===== src/rtl/nios_system_nios2_oci_dct_packer.sv =====
// nios_system_nios2_oci_dct_packer
//
// Producer side of the OCI direct-compressed-trace interface. Trace codes
// are packed into a shift accumulator, with the newest code in the low bits.
// Full or flushed frames are handed to the trace-memory writer through a
// single-entry valid/ready slot. When the test ends, the block drains any
// partial frame and then raises test_has_ended.
//
// Ports
//   clk, reset_n        clock; asynchronous active-low reset
//   code_valid, code    incoming trace code (no backpressure)
//   flush               single-cycle pulse: emit the partial frame
//   test_ending         level: stop accepting codes and drain
//   frame_ready         writer accepts the frame in the slot
//   frame_valid/_data/_count   frame slot contents
//   dct_buffer/dct_count       live accumulator
//   overflow, drop_count       sticky drop flag, saturating drop counter
//   test_has_ended             drain complete
module nios_system_nios2_oci_dct_packer #(
    parameter int unsigned CODE_W = 2,
    parameter int unsigned DEPTH  = 15,
    parameter int unsigned DROP_W = 8
) (
    input  logic                          clk,
    input  logic                          reset_n,
    input  logic                          code_valid,
    input  logic [CODE_W-1:0]             code,
    input  logic                          flush,
    input  logic                          test_ending,
    input  logic                          frame_ready,
    output logic                          frame_valid,
    output logic [CODE_W*DEPTH-1:0]       frame_data,
    output logic [$clog2(DEPTH+1)-1:0]    frame_count,
    output logic [CODE_W*DEPTH-1:0]       dct_buffer,
    output logic [$clog2(DEPTH+1)-1:0]    dct_count,
    output logic                          overflow,
    output logic [DROP_W-1:0]             drop_count,
    output logic                          test_has_ended
);

    localparam int unsigned BUF_W = CODE_W * DEPTH;
    localparam int unsigned CNT_W = $clog2(DEPTH + 1);
    localparam logic [CNT_W-1:0] CNT_FULL   = CNT_W'(DEPTH);
    localparam logic [CNT_W-1:0] CNT_ALMOST = CNT_W'(DEPTH - 1);

    typedef enum logic [1:0] {
        S_RUN,
        S_DRAIN,
        S_ENDED
    } state_t;

    state_t             r_state;
    state_t             w_state_nxt;

    logic [BUF_W-1:0]   r_buf;
    logic [CNT_W-1:0]   r_count;
    logic               r_frame_valid;
    logic [BUF_W-1:0]   r_frame_data;
    logic [CNT_W-1:0]   r_frame_count;
    logic               r_flush_pend;
    logic               r_overflow;
    logic [DROP_W-1:0]  r_drop_count;

    logic [BUF_W-1:0]   w_buf_nxt;
    logic [CNT_W-1:0]   w_count_nxt;
    logic               w_frame_valid_nxt;
    logic [BUF_W-1:0]   w_frame_data_nxt;
    logic [CNT_W-1:0]   w_frame_count_nxt;
    logic               w_flush_pend_nxt;

    logic               w_slot_free;
    logic               w_full;
    logic               w_accept;
    logic               w_drop;
    logic [BUF_W-1:0]   w_shifted;
    logic               w_nonempty;
    logic               w_cap_full;
    logic               w_cap_flush;
    logic               w_capture;
    logic               w_ended;

    // Slot / accept / capture decisions
    always_comb begin
        w_slot_free = !r_frame_valid || frame_ready;
        w_full      = (r_count == CNT_FULL);
        w_accept    = code_valid && (r_state == S_RUN) && (!w_full || w_slot_free);
        w_drop      = code_valid && !w_accept;
        w_shifted   = {r_buf[BUF_W-CODE_W-1:0], code};
        w_nonempty  = (r_count != '0) || w_accept;
        w_cap_full  = w_full || ((r_count == CNT_ALMOST) && w_accept);
        w_cap_flush = (r_flush_pend || flush || (r_state == S_DRAIN)) && w_nonempty;
        w_capture   = (w_cap_full || w_cap_flush) && w_slot_free;
    end

    // Accumulator and frame slot next values
    always_comb begin
        w_buf_nxt         = r_buf;
        w_count_nxt       = r_count;
        w_frame_data_nxt  = r_frame_data;
        w_frame_count_nxt = r_frame_count;
        w_frame_valid_nxt = r_frame_valid && !frame_ready;

        if (w_capture) begin
            w_frame_valid_nxt = 1'b1;
            if (w_full) begin
                // A full buffer has no room to shift, so capture it as-is
                // and let an accepted code start the next frame.
                w_frame_data_nxt  = r_buf;
                w_frame_count_nxt = r_count;
                if (w_accept) begin
                    w_buf_nxt   = BUF_W'(code);
                    w_count_nxt = CNT_W'(1);
                end else begin
                    w_buf_nxt   = '0;
                    w_count_nxt = '0;
                end
            end else begin
                if (w_accept) begin
                    w_frame_data_nxt  = w_shifted;
                    w_frame_count_nxt = r_count + CNT_W'(1);
                end else begin
                    w_frame_data_nxt  = r_buf;
                    w_frame_count_nxt = r_count;
                end
                w_buf_nxt   = '0;
                w_count_nxt = '0;
            end
        end else if (w_accept) begin
            w_buf_nxt   = w_shifted;
            w_count_nxt = r_count + CNT_W'(1);
        end

        // A flush that finds an occupied slot is remembered until the next
        // capture. A flush with nothing to emit is ignored.
        if (w_capture) begin
            w_flush_pend_nxt = 1'b0;
        end else if (flush && w_nonempty) begin
            w_flush_pend_nxt = 1'b1;
        end else begin
            w_flush_pend_nxt = r_flush_pend;
        end
    end

    // Datapath registers
    always_ff @(posedge clk or negedge reset_n) begin
        if (!reset_n) begin
            r_buf         <= '0;
            r_count       <= '0;
            r_frame_valid <= 1'b0;
            r_frame_data  <= '0;
            r_frame_count <= '0;
            r_flush_pend  <= 1'b0;
            r_overflow    <= 1'b0;
            r_drop_count  <= '0;
        end else begin
            r_buf         <= w_buf_nxt;
            r_count       <= w_count_nxt;
            r_frame_valid <= w_frame_valid_nxt;
            r_frame_data  <= w_frame_data_nxt;
            r_frame_count <= w_frame_count_nxt;
            r_flush_pend  <= w_flush_pend_nxt;
            if (w_drop) begin
                r_overflow <= 1'b1;
                if (r_drop_count != '1) begin
                    r_drop_count <= r_drop_count + DROP_W'(1);
                end
            end
        end
    end

    // FSM state register
    always_ff @(posedge clk or negedge reset_n) begin
        if (!reset_n) begin
            r_state <= S_RUN;
        end else begin
            r_state <= w_state_nxt;
        end
    end

    // FSM next state and outputs
    always_comb begin
        w_state_nxt = r_state;
        w_ended     = 1'b0;
        case (r_state)
            S_RUN: begin
                if (test_ending) begin
                    w_state_nxt = S_DRAIN;
                end
            end
            S_DRAIN: begin
                if ((r_count == '0) && !r_frame_valid) begin
                    w_state_nxt = S_ENDED;
                end
            end
            S_ENDED: begin
                w_ended = 1'b1;
            end
            default: begin
                w_state_nxt = S_RUN;
            end
        endcase
    end

    assign frame_valid    = r_frame_valid;
    assign frame_data     = r_frame_data;
    assign frame_count    = r_frame_count;
    assign dct_buffer     = r_buf;
    assign dct_count      = r_count;
    assign overflow       = r_overflow;
    assign drop_count     = r_drop_count;
    assign test_has_ended = w_ended;

endmodule


===== config.mk =====
export PLATFORM = sky130hd
export DESIGN_NAME = nios_system_nios2_oci_dct_packer
export DESIGN_NICKNAME = d
export VERILOG_FILES = /design/src/rtl/nios_system_nios2_oci_dct_packer.sv
export SDC_FILE = /design/constraint.sdc
export NUM_CORES = 1
export LEC_CHECK = 0
export ABC_AREA = 1
export ABC_CLOCK_PERIOD_IN_PS = 3300
export CORE_ASPECT_RATIO = 1.25
export CORE_MARGIN = 2
export CORE_UTILIZATION = 56
export CTS_CLUSTER_DIAMETER = 200
export DETAILED_ROUTE_END_ITERATION = 8
export PLACE_DENSITY = 0.86
export RECOVER_POWER = 25
export SLEW_MARGIN = 20
export SYNTH_ARGS = -nofsm -noshare
export SYNTH_HDL_FRONTEND = slang
export SYNTH_SLANG_ARGS = --single-unit

===== constraint.sdc =====
create_clock -name clk -period 3.3 [get_ports clk]
set_clock_uncertainty 0.2 [all_clocks]
set_input_delay 0.66 -clock clk [delete_from_list [all_inputs] [get_ports clk]]
set_output_delay 0.66 -clock clk [all_outputs]
set_load 0.02 [all_outputs]

Yosys cells after proc, flatten, opt, wreduce, memory -nomap -nowiden
Cells that the tools add are included.
- register bits: 81
- input bits: 8
- output and inout bits: 79
- word-level logic and storage cells: 62
- $add $sub $neg: 2
- equality and inequality tests: 7
- muxes and demuxes: 17
- bitwise operators: 1
- reductions and logical operators: 26
- operators by type and width (kind ; count):
    $mux W30 ; 4
    $mux W4 ; 4
    $logic_and A1 B1 Y1 ; 9
    $add A8 B1 Y8 const B ; 1
    $eq A4 B4 Y1 const B ; 2
    $ne A8 B8 Y1 const B ; 1
    $logic_or A1 B1 Y1 ; 7
    $mux W2 ; 3
    $pmux W2 S3 ; 1
    $mux W1 ; 5
    $add A4 B1 Y4 const B ; 1
    $logic_not A1 Y1 ; 4
    $logic_not A4 Y1 ; 1
    $reduce_bool A4 Y1 ; 1
    $reduce_and A3 Y1 ; 1
    $eq A2 B1 Y1 const B ; 1
    $eq A2 B2 Y1 const B ; 1
    $logic_not A2 Y1 ; 1
    $ne A2 B1 Y1 const B ; 1
    $ne A2 B2 Y1 const B ; 1
    $reduce_and A2 Y1 ; 1
    $reduce_bool A2 Y1 ; 1
    $not A1 Y1 ; 1

Depth between registers and ports, before layout
- depth in word-level cells: 9
- depth in mapped cells: 12
- depth with buffers taken out: 11

Worst setup path after synthesis
Ideal clock, no wire load.
- kind: register to register
- start: reg r_count[1] (netlist: dct_count[1])
- end: reg r_frame_data[23] (netlist: frame_data[23])
- library setup time: 119 ps
- arrival: 1708 ps
- data required time: 2981 ps
- setup slack: 1273 ps
- stages on the path, launching flop included: 13
- path buffers: 2
- period minus slack after synthesis: 2027 ps
- path through: dfrtp_1 ha_1 inv_1 nor2_2 nand2_2 nand2_4 nand2_2 nand2_2 nand2_2 buf_6 buf_6 nand3_1 nand2_1
- longest elaborated chain between the ends: 8
- elaborated cells on any way between the ends: 14
- classes of those cells: eq/ne: 2; mux: 2; reduce/logical: 10
- RTL lines (element ; line ; source):
    from (decl) ; 56 ; logic [CNT_W-1:0] r_count;
    from (signal assigned) ; 157 ; r_count <= w_count_nxt;
    $eq A4 B4 Y1 ; 85 ; w_full = (r_count == CNT_FULL);
    $logic_not A1 Y1 ; 86 ; w_accept = code_valid && (r_state == S_RUN) && (!w_full || w_slot_free);
    $logic_or A1 B1 Y1 ; 86 ;
    $logic_and A1 B1 Y1 ; 86 ;
    $logic_and A1 B1 Y1 / $logic_or A1 B1 Y1 (equally long branches) ; 90, 89 ;
    $logic_or A1 B1 Y1 / $logic_and A1 B1 Y1 (equally long branches) ; 90, 91 ;
    $logic_or A1 B1 Y1 ; 92 ; w_capture = (w_cap_full || w_cap_flush) && w_slot_free;
    $logic_and A1 B1 Y1 ; 92 ;
    to (signal assigned) ; 159 ; r_frame_data <= w_frame_data_nxt;
    to (decl) ; 58 ; logic [BUF_W-1:0] r_frame_data;
Parallel ways exist; a longest one is shown, timed or not.
A chain may end at the register's enable or synchronous reset.

Worst setup path in the final report
- start: reg r_count[1] (netlist: dct_count[1])
- end: reg r_drop_count[6] (netlist: drop_count[6])
- longest elaborated chain between the ends: 7
- RTL lines (element ; line ; source):
    $eq A4 B4 Y1 ; 85 ;
    $logic_not A1 Y1 ; 86 ;
    $logic_or A1 B1 Y1 ; 86 ;
    $logic_and A1 B1 Y1 ; 86 ;
    $logic_not A1 Y1 ; 87 ; w_drop = code_valid && !w_accept;
    $logic_and A1 B1 Y1 ; 87 ;
    $reduce_and A2 Y1 (no source line) ; -- ;
    to (signal assigned) ; 165 ; r_drop_count <= r_drop_count + DROP_W'(1);
    to (decl) ; 62 ; logic [DROP_W-1:0] r_drop_count;
Every way passes these cells.

==> implementation parameters <==
Parameter                              Value

Logic synthesis
  Async set-reset flop share out of synthesis    1.000
  Cell with the most instances after synthesis    sky130_fd_sc_hd__nand2_1
  Leading post-synthesis cells by cell area    sky130_fd_sc_hd__dfrtp_1 (46%), sky130_fd_sc_hd__nand2_1 (19%), sky130_fd_sc_hd__nand3_1 (13%)
  Syn Area/Cell    7.682 um2
  Number of enable flip-flop cells after synthesis    0
  Distinct cell type count after synthesis    28
  Most area-hungry cell type in the Yosys netlist    sky130_fd_sc_hd__dfrtp_1
  Netlist Area Pre-Place    0.004394 mm2
  Cells after synthesis    572
  Top cell type's share of synthesized area    0.4613
  Commonest cells post-synth    sky130_fd_sc_hd__nand2_1 (224), sky130_fd_sc_hd__nand3_1 (113), sky130_fd_sc_hd__dfrtp_1 (81)
  Share of synthesized area occupied by flip-flops and latches    0.4613
  Number of nets produced by synthesis    584
  Number of warnings reported in the yosys synthesis log    0
  Dominant synthesized flop cell    sky130_fd_sc_hd__dfrtp_1
  Register bit count reported by yosys    81

GRT
  Via count of the first global-routing pass    3,871
  Overflow left after global routing    0
  Largest net degree at the start of global routing    82
  Total routing usage reported by global routing    0.2537
  Number of antenna violations at the first check in global routing    0
  Wire length of the first global-routing pass    17,760 um

Clock tree
  Post-CTS Resized    0
  Total number of clock tree sinks    81
  Later-pin clock latency in the skew report    350 ps
  Maximum clock insertion buffer count    2
  Number of hold buffers added after cts    0
  Buffer type at the clock tree root    sky130_fd_sc_hd__clkbuf_8
  Clock tree from TritonCTS    built
  Number of CTS-inserted buffers    9
  Setup fix buffers added after clock tree synthesis    0
  Number of H-tree levels    3
  Clock slew at the register clock pins of the worst setup and hold paths    90 ps

Worst setup path
  CP startpoint kind    flop
  Origin of the critical flop-to-flop path    dct_count[1]$_DFF_PN0_
  Largest driver fanout on the critical path    35
  Critical path required time    3340 ps
  Worst setup EP type    flop
  Worst setup path start    dct_count[1]$_DFF_PN0_
  Data arrival at the endpoint of the critical path    2760 ps
  Start-to-end type of the worst setup path    reg -> reg

Routing
  DRC violations left    0
  Total number of vias    4,055
  1st-pass router iterations    5
  Remaining number of nets flagged by the antenna check after routing    0
  Aggregate routed wire length    10,520 um
  DRT iter0 DRCs    311
  Vias per Instance    5.421
  Average routed wire per standard cell    14.06 um

STA
  Setup repair after global routing missed its margin    no
  Relative slew margins    -0.3190
  WHS    283.7 ps
  Final worst setup slack    580.2 ps
  Final setup violating endpoints    0
  Timing-limited maximum frequency    367.7 MHz
  Final cycle utilization of the critical path    0.8242
  Total count of hold-check failures in the final report    0
  Slew at the pin closest to its max-slew limit    1979 ps
  Final critical-path required period    2720 ps
  Setup TNS Final    0 ps
  Slew Limit Fails    82

Min path
  Launch point of the worst hold path    frame_data[14]$_DFFE_PN0P_
  Tightest Hold Check Type    reg -> reg

Pwr
  Static Leak    2.780 nW
  Power density relative to cell area    1013 mW/mm2
  Maximum ir drop on the vdd rail    0.0009640 V

Status
  Outcome    finished, violations left
  Violations in the final reports    max-capacitance violations, max-slew violations

Final layout
  Area added between synthesis and finish    24.91%
  Core occupancy in the finished layout    0.7126
  Final nets    661
  Layout cells sized above 1    0.1103
  Number of antenna cells inserted    0

Die
  Effective utilization at floorplan    0.5705
  Ports placed on the boundary    87
  Die Ht    103.0 um
  Row Count    36
  Die area    0.008576 mm2
  Area of the placeable core    0.007702 mm2
  Die Width    83.23 um

Placed design
  Number of buffer cells added on primary ports    86
  Final RePlAce weighted congestion    0.8344
  Minimum setup slack after placement    413.5 ps
  Detail Placement HPWL    6811 um

Run
  Maxcap violations    1
[through the flow]
stage	total power [mW]	instance area, um2	cells
3_3_place_gp	4.741	5296	733
3_5_place_dp	4.835	5296	733
5_1_grt	5.998	5489	748
2_1_floorplan	3.792	4394	572
4_1_cts	5.577	5492	748
6_report	5.562	5489	748
[final timing paths]
kind | endpoint | slack (ps) | depth (start not counted)
setup / recovery | drop_count[6]$_DFFE_PN0P_ | 580 | 11
hold / removal | frame_data[14]$_DFFE_PN0P_ | 280 | 2
setup reg to reg | drop_count[6]$_DFFE_PN0P_ | 580 | 11
hold reg to reg | frame_data[14]$_DFFE_PN0P_ | 280 | 2
max in group asynchronous | frame_data[5]$_DFFE_PN0P_ | 1060 | 1
min in group asynchronous | frame_data[17]$_DFFE_PN0P_ | 630 | 1
[critical path, cell delays in order, from the launching register on]
cell and delay, ps:
sky130_fd_sc_hd__dfrtp_1 460, sky130_fd_sc_hd__ha_1 250, sky130_fd_sc_hd__inv_1 70, sky130_fd_sc_hd__nor2_2 300
sky130_fd_sc_hd__nand2_2 130, sky130_fd_sc_hd__nand2_4 80, sky130_fd_sc_hd__buf_4 340, sky130_fd_sc_hd__inv_1 210
sky130_fd_sc_hd__nor2_4 210, sky130_fd_sc_hd__nand2_2 170, sky130_fd_sc_hd__nand2_1 110, sky130_fd_sc_hd__o21ai_0 80
[registers in the layout (all words and copies together) (netlist names)]
| signal | flops |
|---|---|
| drop_count | 8 |
| overflow | 1 |
| frame_data | 30 |
| r_state | 2 |
| frame_count | 4 |
| dct_buffer | 30 |
| dct_count | 4 |
| frame_valid | 1 |
| r_flush_pend | 1 |
[power by group]
group / leakage, nW / switching [mW] / total (mW) / internal [mW]
Clock: 0.0916 / 0.366 / 0.734 / 0.368
Combinational: 1.64 / 1.90 / 3.15 / 1.25
Sequential: 1.04 / 0.295 / 1.68 / 1.38
[cells in the final DEF (no fill, tap or decap), types with 2 or more instances in the layout]
| master | synthesis | final |
|---|---|---|
| sky130_fd_sc_hd__nor2_4 | 2 | 2 |
| sky130_fd_sc_hd__dfrtp_1 | 81 | 81 |
| sky130_fd_sc_hd__a21oi_2 | 30 | 30 |
| sky130_fd_sc_hd__and2_1 | 3 | 3 |
| sky130_fd_sc_hd__xnor2_1 | 3 | 3 |
| sky130_fd_sc_hd__nand2_4 | 2 | 2 |
| sky130_fd_sc_hd__nor2_1 | 6 | 6 |
| sky130_fd_sc_hd__clkinvlp_4 | 0 | 2 |
| sky130_fd_sc_hd__xor2_1 | 6 | 6 |
| sky130_fd_sc_hd__nand2_1 | 224 | 224 |
| sky130_fd_sc_hd__buf_4 | 3 | 12 |
| sky130_fd_sc_hd__inv_1 | 45 | 45 |
| sky130_fd_sc_hd__ha_1 | 4 | 4 |
| sky130_fd_sc_hd__clkbuf_8 | 0 | 10 |
| sky130_fd_sc_hd__clkdlybuf4s50_1 | 0 | 85 |
| sky130_fd_sc_hd__a21oi_1 | 2 | 2 |
| sky130_fd_sc_hd__nand4_1 | 2 | 2 |
| sky130_fd_sc_hd__a22oi_2 | 2 | 2 |
| sky130_fd_sc_hd__o21ai_0 | 2 | 2 |
| sky130_fd_sc_hd__nand3_1 | 113 | 113 |
| sky130_fd_sc_hd__nand2_2 | 5 | 5 |
[metal layers]
layer  vias to the layer above  global-route usage  routed length (um)
li1                       1969                   -                   -
met1                      1925              0.3288                4351
met2                       145              0.4262                5385
met3                        16             0.05685                 617
met4                         0             0.08827                 161
met5                         -                   0                   0
[cell type report]
cell class | instances | area (um2)
clock buffer | 11 | 141.4
clock inverter | 4 | 53.80
fill | 603 | 2213
inverter | 47 | 176.4
multi-input combinational | 411 | 2006
sequential | 81 | 2027
tap | 95 | 118.9
timing repair buffer | 99 | 965.9
[logic make-up (layout without fill, tap and decap cells)]
| family | Yosys count | after routing | share of synthesized area |
|---|---|---|---|
| AOI/OAI and AO/OA | 37 | 37 | 0.07175 |
| DFF | 81 | 81 | 0.4613 |
| buffers and inverters | 80 | 161 | 0.08229 |
| xor gates and xnor gates | 9 | 9 | 0.01794 |
| adders and majority gates | 4 | 4 | 0.01139 |
| and+or+nand+nor | 361 | 361 | 0.3554 |
Note: power is estimated with default switching activity, not from simulation.
